**src/rtl/cas_tape_player.sv**
```systemverilog
// Replays a CAS image from the buffer RAM as an EG2000 cassette pulse train.
// Each byte is sent MSB first as bit cells: a clock pulse, then a data pulse when the bit is 1.
module cas_tape_player #(
  parameter int ADDR_W    = 16,
  parameter int PULSE_LEN = 4200,
  parameter int HALF_CELL = 17500
) (
  input  logic              clk_sys,
  input  logic              reset,
  input  logic              load,
  input  logic              play,
  input  logic [ADDR_W:0]   cas_len,
  output logic              rd_en,
  output logic [ADDR_W-1:0] rd_addr,
  input  logic [7:0]        rd_data,
  output logic              tape_out,
  output logic              busy,
  output logic              done
);

  localparam int CELL_LEN = 2 * HALF_CELL;
  localparam int CNT_W    = $clog2(CELL_LEN);

  localparam logic [CNT_W-1:0] CNT_LAST = CNT_W'(CELL_LEN - 1);
  localparam logic [CNT_W-1:0] CLK_END  = CNT_W'(PULSE_LEN);
  localparam logic [CNT_W-1:0] DATA_BEG = CNT_W'(HALF_CELL);
  localparam logic [CNT_W-1:0] DATA_END = CNT_W'(HALF_CELL + PULSE_LEN);
  localparam logic [CNT_W-1:0] CNT_ONE  = CNT_W'(1);
  localparam logic [ADDR_W:0]  PTR_ONE  = {{ADDR_W{1'b0}}, 1'b1};

  typedef enum logic [2:0] {IDLE, FETCH, LATCH, CELL, DONE} state_t;

  state_t           state_reg;
  logic [ADDR_W:0]  ptr_reg;
  logic [7:0]       shift_reg;
  logic [7:0]       next_reg;
  logic [2:0]       bit_reg;
  logic [CNT_W-1:0] cnt_reg;
  logic             fill_reg;

  logic [ADDR_W:0]  ptr_inc;
  logic             has_next;
  logic             cur_bit;
  logic             pulse;

  // The pointer compare is one bit wider than the address so a full 2^ADDR_W image ends cleanly.
  assign ptr_inc  = ptr_reg + PTR_ONE;
  assign has_next = (ptr_inc < cas_len);
  assign cur_bit  = shift_reg[bit_reg];
  assign pulse    = (cnt_reg < CLK_END) ||
                    (cur_bit && (cnt_reg >= DATA_BEG) && (cnt_reg < DATA_END));

  always_ff @(posedge clk_sys) begin
    if (reset || load) begin
      state_reg <= IDLE;
      ptr_reg   <= '0;
      shift_reg <= '0;
      next_reg  <= '0;
      bit_reg   <= '0;
      cnt_reg   <= '0;
      fill_reg  <= 1'b0;
      rd_en     <= 1'b0;
      rd_addr   <= '0;
      tape_out  <= 1'b0;
      busy      <= 1'b0;
      done      <= 1'b0;
    end else begin
      rd_en <= 1'b0;
      // Prefetched byte lands one cycle after the strobe, independent of pause.
      fill_reg <= rd_en && (state_reg == CELL);
      if (fill_reg) begin
        next_reg <= rd_data;
      end

      case (state_reg)
        IDLE: begin
          tape_out <= 1'b0;
          if (play && (cas_len != '0)) begin
            state_reg <= FETCH;
            rd_en     <= 1'b1;
            rd_addr   <= '0;
            busy      <= 1'b1;
          end
        end

        FETCH: begin
          tape_out <= 1'b0;
          if (play) begin
            state_reg <= LATCH;
          end
        end

        LATCH: begin
          tape_out <= 1'b0;
          if (play) begin
            shift_reg <= rd_data;
            bit_reg   <= 3'd7;
            cnt_reg   <= '0;
            state_reg <= CELL;
          end
        end

        CELL: begin
          if (!play) begin
            tape_out <= 1'b0;
          end else begin
            tape_out <= pulse;
            if ((cnt_reg == '0) && (bit_reg == 3'd0) && has_next) begin
              rd_en   <= 1'b1;
              rd_addr <= ptr_inc[ADDR_W-1:0];
            end
            if (cnt_reg == CNT_LAST) begin
              cnt_reg <= '0;
              if (bit_reg != 3'd0) begin
                bit_reg <= bit_reg - 3'd1;
              end else if (has_next) begin
                shift_reg <= next_reg;
                ptr_reg   <= ptr_inc;
                bit_reg   <= 3'd7;
              end else begin
                state_reg <= DONE;
                tape_out  <= 1'b0;
                busy      <= 1'b0;
                done      <= 1'b1;
              end
            end else begin
              cnt_reg <= cnt_reg + CNT_ONE;
            end
          end
        end

        DONE: begin
          tape_out <= 1'b0;
        end

        default: begin
          state_reg <= IDLE;
          tape_out  <= 1'b0;
        end
      endcase
    end
  end

endmodule

```
**config.mk**
```make
export PLATFORM = sky130hd
export DESIGN_NAME = cas_tape_player
export DESIGN_NICKNAME = d
export VERILOG_FILES = /design/src/rtl/cas_tape_player.sv
export SDC_FILE = /design/constraint.sdc
export NUM_CORES = 1
export LEC_CHECK = 0
export CAP_MARGIN = 10
export CORE_MARGIN = 2
export CORE_UTILIZATION = 52
export CTS_BUF_LIST = sky130_fd_sc_hd__clkbuf_4
export DETAILED_ROUTE_END_ITERATION = 16
export PLACE_DENSITY = 0.78
export SLEW_MARGIN = 20
export SYNTH_ARGS = -nofsm -noshare
export SYNTH_HDL_FRONTEND = slang
export SYNTH_SLANG_ARGS = --single-unit
```
**constraint.sdc**
```tcl
create_clock -name clk_sys -period 3.8 [get_ports clk_sys]
set_input_delay 0.57 -clock clk_sys [delete_from_list [all_inputs] [get_ports clk_sys]]
set_output_delay 0.57 -clock clk_sys [all_outputs]
set_load 0.01 [all_outputs]
```
==> flow_metrics.tcl, run 1 <==
set metrics [dict create \
    cp.required_ps 4150 \
    cts_sinks 76 \
    synth_cell_types 53 \
    vias 3814 \
    ctsHtreeMaxLevel 3 \
    antenna_found_initial 0 \
    die_h_um 93.5 \
    m1WireLength_um 4780 \
    wl_um 10200 \
    insertedDiodeCount 0 \
    post_cts_buffers 0 \
    cp-start-kind "register" \
    dp_hpwl_um 7610 \
    io_pins 49 \
    top_layer "met4" \
    synth_top_area_cell "dfxtp_1" \
    dr.first_iter.drc_count 227 \
    cts.root.buffer_cell "clkbuf_4" \
    finalSetupViolations 0 \
    synth-seq-area-share_pct 36.5 \
    status "complete, no violations" \
    hold_path.class "reg -> reg" \
    drc 0 \
    dieWidth_um 93.5 \
    grt_pass1_vias 3519 \
    ys_top_cells_by_count "76 x dfxtp_1, 57 x nor2_1, 47 x nand3_1" \
    synthFlopType "dfxtp_1" \
    synthesis.nets 554 \
    area_growth_pct 18.9 \
    synth_top_area_share_pct 36.5 \
    wl_met3_um 664 \
    overflow 0 \
    ys_ff_latch 76 \
    p_per_area_nw_per_um2 279 \
    ant_nets 0 \
    gp_congestion 0.888 \
    cts_resized 0 \
    max_freq_ghz 0.282 \
    rows 32 \
    crit_fanout 12 \
    path_clk_slew_ps 120 \
    placed_cells 644 \
    drv_slew 0 \
    insertion_delay_ps 420 \
    avgRoutedWirePerCell_um 15.4 \
    clockBufferDepth 2 \
    fin_skew_ps 13.8 \
    synthTopCellsByArea "dfxtp_1 37%, ha_1 6.3%, nand3_1 5.6%" \
    tns_ps 0 \
    core_area_um2 7730 \
    max_slew.worst_pin.slew_ps 543 \
    yosys_warnings 0 \
    fin_nets 603 \
    slowest_delay_ps 410 \
    cts-buffers-inserted 9 \
    first_pass_iters 7 \
    timing.slew.headroom_pct 63.8 \
    via_per_inst 5.78 \
    initial_core_util_pct 53.9 \
    grt_setup_unrepaired "false" \
    vdd_drop_max_uv 168 \
    cts_tree "yes" \
    finalCritPeriodShare_pct 93.3 \
    crit_path_end_kind "register" \
    die-area_um2 8740 \
    netlist_area_um2 4160 \
    track_usage_pct 24.1 \
    final_cell_count_no_fill 660 \
    syn_avg_cell_area_um2 8.26 \
    crit_type "reg -> reg" \
    cp_data_arrival_time_ps 3890 \
    drv_cap 0 \
    synthCells 504 \
    port_buffers 48 \
    largest_reg_flops 17 \
    synthArstFlopShare_pct 0 \
    drive_gt1_share_pct 9.14 \
    wl_met2_um 4670 \
    final_hold_viol_count 0 \
    crit_chain "ha_1, nand3_2, nor2_4, buf_4, xor2_1, ha_1, a21oi_1, o21ai_0, a41oi_1, a2111o_1, nand3_1, buf_4, or4_1, a21oi_1" \
    grt_max_degree 27 \
    grt_pass1_wl_um 16700 \
    slowest_stage "dfxtp_1" \
    synth_edf_count 0 \
    leakagePower_nw 1.89 \
    fin_crit_ps 3550 \
    yosysMostFrequentCell "dfxtp_1" \
    holdBufCountCts 0 \
]
power breakdown:
part / switching, mW / internal [mW]
registers: 0.00115 / 0.798
logic: 0.0524 / 0.0475
clock network: 0.278 / 0.202
metal layers:
metal	global-route usage [%]	up-vias
li1	-	1888
met1	34.2	1809
met2	37.2	110
met3	3.95	7
met4	7.84	0
met5	0	-
final timing paths:
| kind | endpoint | slack (ps) | cells after the start | from |
|---|---|---|---|---|
| setup / recovery | ptr_reg[10]$_SDFFE_PP0P_ | 250 | 14 | ptr_reg[1]$_SDFFE_PP0P_ |
| hold / removal | rd_addr[2]$_SDFFE_PP0P_ | 460 | 2 | rd_addr[2]$_SDFFE_PP0P_ |
| setup reg to reg | ptr_reg[10]$_SDFFE_PP0P_ | 250 | 14 | ptr_reg[1]$_SDFFE_PP0P_ |
| hold reg to reg | rd_addr[2]$_SDFFE_PP0P_ | 460 | 2 | rd_addr[2]$_SDFFE_PP0P_ |
layout by cell type (no fill, tap or decap), types with 3 or more instances in the layout:
cell	n
or2_2	5
or3_1	11
a21oi_1	31
inv_1	23
and4_1	6
a211oi_1	10
buf_4	14
mux2i_1	18
clkbuf_4	10
xnor2_1	14
clkdlybuf4s50_1	48
and2_1	4
nand3_1	45
and3_1	6
nand4_1	12
ha_1	21
o21ai_0	20
nor4_1	6
dfxtp_1	74
xor2_1	17
nor2b_1	4
or4_1	4
nor3_1	4
nor2_1	56
nand2_1	46
o211ai_1	3
area by class of cell:
cell class	instances	area [um2]
Multi-Input combinational cell	380	2480
Clock buffer	10	75.1
Timing Repair Buffer	63	606
Tap cell	102	128
Fill cell	674	2780
Inverter	23	86.3
Sequential cell	76	1520
Clock inverter	6	55.1
critical path: cells and delay by family (launching register included):
| family | cells | cell delay, ps |
|---|---|---|
| buf+inv | 2 | 340 |
| fa+ha+maj | 2 | 580 |
| flops | 1 | 410 |
| compound gates | 5 | 950 |
| simple gates | 4 | 880 |
| xor+xnor | 1 | 320 |
cell families after synthesis:
kind of cell | share of synthesized area (%)
adder cells (fa/ha/maj) | 6.31
multiplexers | 5.41
XOR/XNOR | 6.52
buffers and inverters | 4.84
flip-flops | 36.5
AO/OA/AOI/OAI | 13.3
AND/OR/NAND/NOR | 27.1
through the flow:
step           worst slack (ps)  utilization, %  instance area (um2)  hold slack [ps]  total power [mW]
2_1_floorplan               147               -                 4160              460             0.864
4_1_cts                    42.0            63.6                 4910              461              1.39
3_3_place_gp                200            61.9                 4780              437             0.915
6_report                    254            64.1                 4950              460              1.38
3_5_place_dp               69.5            61.9                 4780              445             0.917
5_1_grt                    10.1            64.1                 4950              491              1.43
No activity file was read; power rests on OpenSTA's default activity.
==> run 2, diff against run 1 <==
--- a/config.mk
+++ b/config.mk
@@ -11,6 +11,7 @@
 export CTS_BUF_LIST = sky130_fd_sc_hd__clkbuf_4
 export DETAILED_ROUTE_END_ITERATION = 16
 export PLACE_DENSITY = 0.78
+export RECOVER_POWER = 25
 export SLEW_MARGIN = 20
 export SYNTH_ARGS = -nofsm -noshare
 export SYNTH_HDL_FRONTEND = slang
==> flow_metrics.tcl, run 2 (synthesis results as in run 1) <==
set metrics [dict create \
    max_freq_ghz 0.282 \
    n_fill_cell 674 \
    drive_gt1_share_pct 8.78 \
    fin_nets 603 \
    cp-start-kind "register" \
    max_slew.worst_pin.slew_ps 1470 \
    path_clk_slew_ps 120 \
    hold_slack_ps 457 \
    crit_path_end_kind "register" \
    rows 32 \
    final_cell_mix "74 x dfxtp_1, 56 x nor2_1, 46 x nand2_1" \
    tns_ps 0 \
    swShare_pct 24.1 \
    vias 3823 \
    first_pass_iters 5 \
    timing.slew.headroom_pct 2.25 \
    initial_core_util_pct 53.9 \
    status "complete, no violations" \
    wl_um 10200 \
    p_per_area_nw_per_um2 279 \
    grt_pass1_wl_um 16700 \
    crit_type "reg -> reg" \
    drv_slew 0 \
    grt_pass1_vias 3519 \
    cts_tree "yes" \
    vdd_drop_max_uv 168 \
    cts_sinks 76 \
    clockBufferDepth 2 \
    finalCritPeriodShare_pct 93.3 \
    crit_chain "ha_1, nand3_2, nor2_4, buf_4, xor2_1, ha_1, a21oi_1, o21ai_0, a41oi_1, a2111o_1, nand3_1, buf_4, or4_1, a21oi_1" \
    leakagePower_nw 1.93 \
    avgRoutedWirePerCell_um 15.4 \
    track_usage_pct 24.1 \
    regArea_um2 1520 \
    via_per_inst 5.79 \
    post_cts_buffers 0 \
    die_h_um 93.5 \
    finalSetupViolations 0 \
    grt_max_degree 27 \
    final_common_cell "dfxtp_1" \
    core_area_um2 7730 \
    io_pins 49 \
    dr.first_iter.drc_count 231 \
    fin_crit_ps 3540 \
    insertion_delay_ps 420 \
    crit_fanout 12 \
    port_buffers 48 \
    ant_nets 0 \
    slowest_stage "dfxtp_1" \
    total_power_mw 1.38 \
    hold_path.class "reg -> reg" \
    final_hold_viol_count 0 \
    p_clk_share_pct 34.9 \
    dieWidth_um 93.5 \
    insertedDiodeCount 0 \
    slowest_delay_ps 410 \
    pre_cts_slack_ps 69.5 \
    fin_skew_ps 14.9 \
    largest_reg_flops 17 \
    worst_slack_ps 256 \
    grt_setup_unrepaired "false" \
    overflow 0 \
    cp.required_ps 4130 \
    die-area_um2 8740 \
    area_growth_pct 18.8 \
    internal_power_mw 1.05 \
    combPwrFrac_pct 7.2 \
    multi_input_area_um2 2480 \
    cp_data_arrival_time_ps 3880 \
    drv_cap 0 \
    gp_congestion 0.888 \
    cts.root.buffer_cell "clkbuf_4" \
    ctsHtreeMaxLevel 3 \
    seq_power_share_pct 58.0 \
    antenna_found_initial 0 \
    drc 0 \
    dp_hpwl_um 7610 \
    p_sw_uw 332 \
    cts-buffers-inserted 9 \
    r2r_setup_slack_ps 260 \
]
run 2: changes by cell type in the layout (fill, tap and decap cells not counted), sizes merged:
cell / change
dlygate4sd3: +15
buf: -1
clkdlybuf4s50: -15
clkbuf: +1
run 2: worst paths after layout:
check,startpoint,to,depth (start not counted)
min reg2reg,rd_addr[2]$_SDFFE_PP0P_,rd_addr[2]$_SDFFE_PP0P_,2
max reg2reg,ptr_reg[1]$_SDFFE_PP0P_,ptr_reg[10]$_SDFFE_PP0P_,14
min,rd_addr[2]$_SDFFE_PP0P_,rd_addr[2]$_SDFFE_PP0P_,2
max,ptr_reg[1]$_SDFFE_PP0P_,ptr_reg[10]$_SDFFE_PP0P_,14
run 2: critical path, delay by kind of cell, from the launching register on:
kind | cells | cell delay [ps]
adder cells (fa/ha/maj) | 2 | 570
buffers and inverters | 2 | 330
XOR/XNOR | 1 | 310
AND/OR/NAND/NOR | 4 | 880
AO/OA/AOI/OAI | 5 | 940
flip-flops | 1 | 410
run 2: timing repair:
action | CTS | global route
setup endpoints to repair | 0 | 40
endpoints found under the hold margin | 0 | 0
gates resized for setup | 0 | 10
hold buffers | 0 | 0
run 2: metal layers:
layer / global-route usage, % / vias to the layer above / part of all wire (%)
met4: 7.84 / 0 / 1.1
met1: 34.2 / 1821 / 47
met5: 0 / - / 0
met3: 3.95 / 10 / 5.6
met2: 37.2 / 104 / 46
li1: - / 1888 / -
run 2: power by group through the flow:
stage	Combinational, mW	Sequential (mW)	Clock (mW)
2_1_floorplan	0.0463	0.818	0
4_1_cts	0.0994	0.800	0.488
6_report	0.0986	0.800	0.481
3_3_place_gp	0.0974	0.818	0
5_1_grt	0.108	0.800	0.525
3_5_place_dp	0.0991	0.818	0
run 2: final cells by class:
cell class,instances,area share (%)
multi-input cells,380,50.1
repair buffers,63,12.2
clock inverters,6,1.11
flip-flops and latches,76,30.8
clock buffers,10,1.52
inverters,23,1.75
well taps,102,2.58
run 2: through the flow:
step / instances / utilization (%) / instance area, um2
after floorplan: 504 / - / 4160
after global placement: 644 / 61.9 / 4780
after detailed placement: 644 / 61.9 / 4780
after CTS: 660 / 63.6 / 4910
after global routing: 660 / 64.0 / 4950
final: 660 / 64.0 / 4950
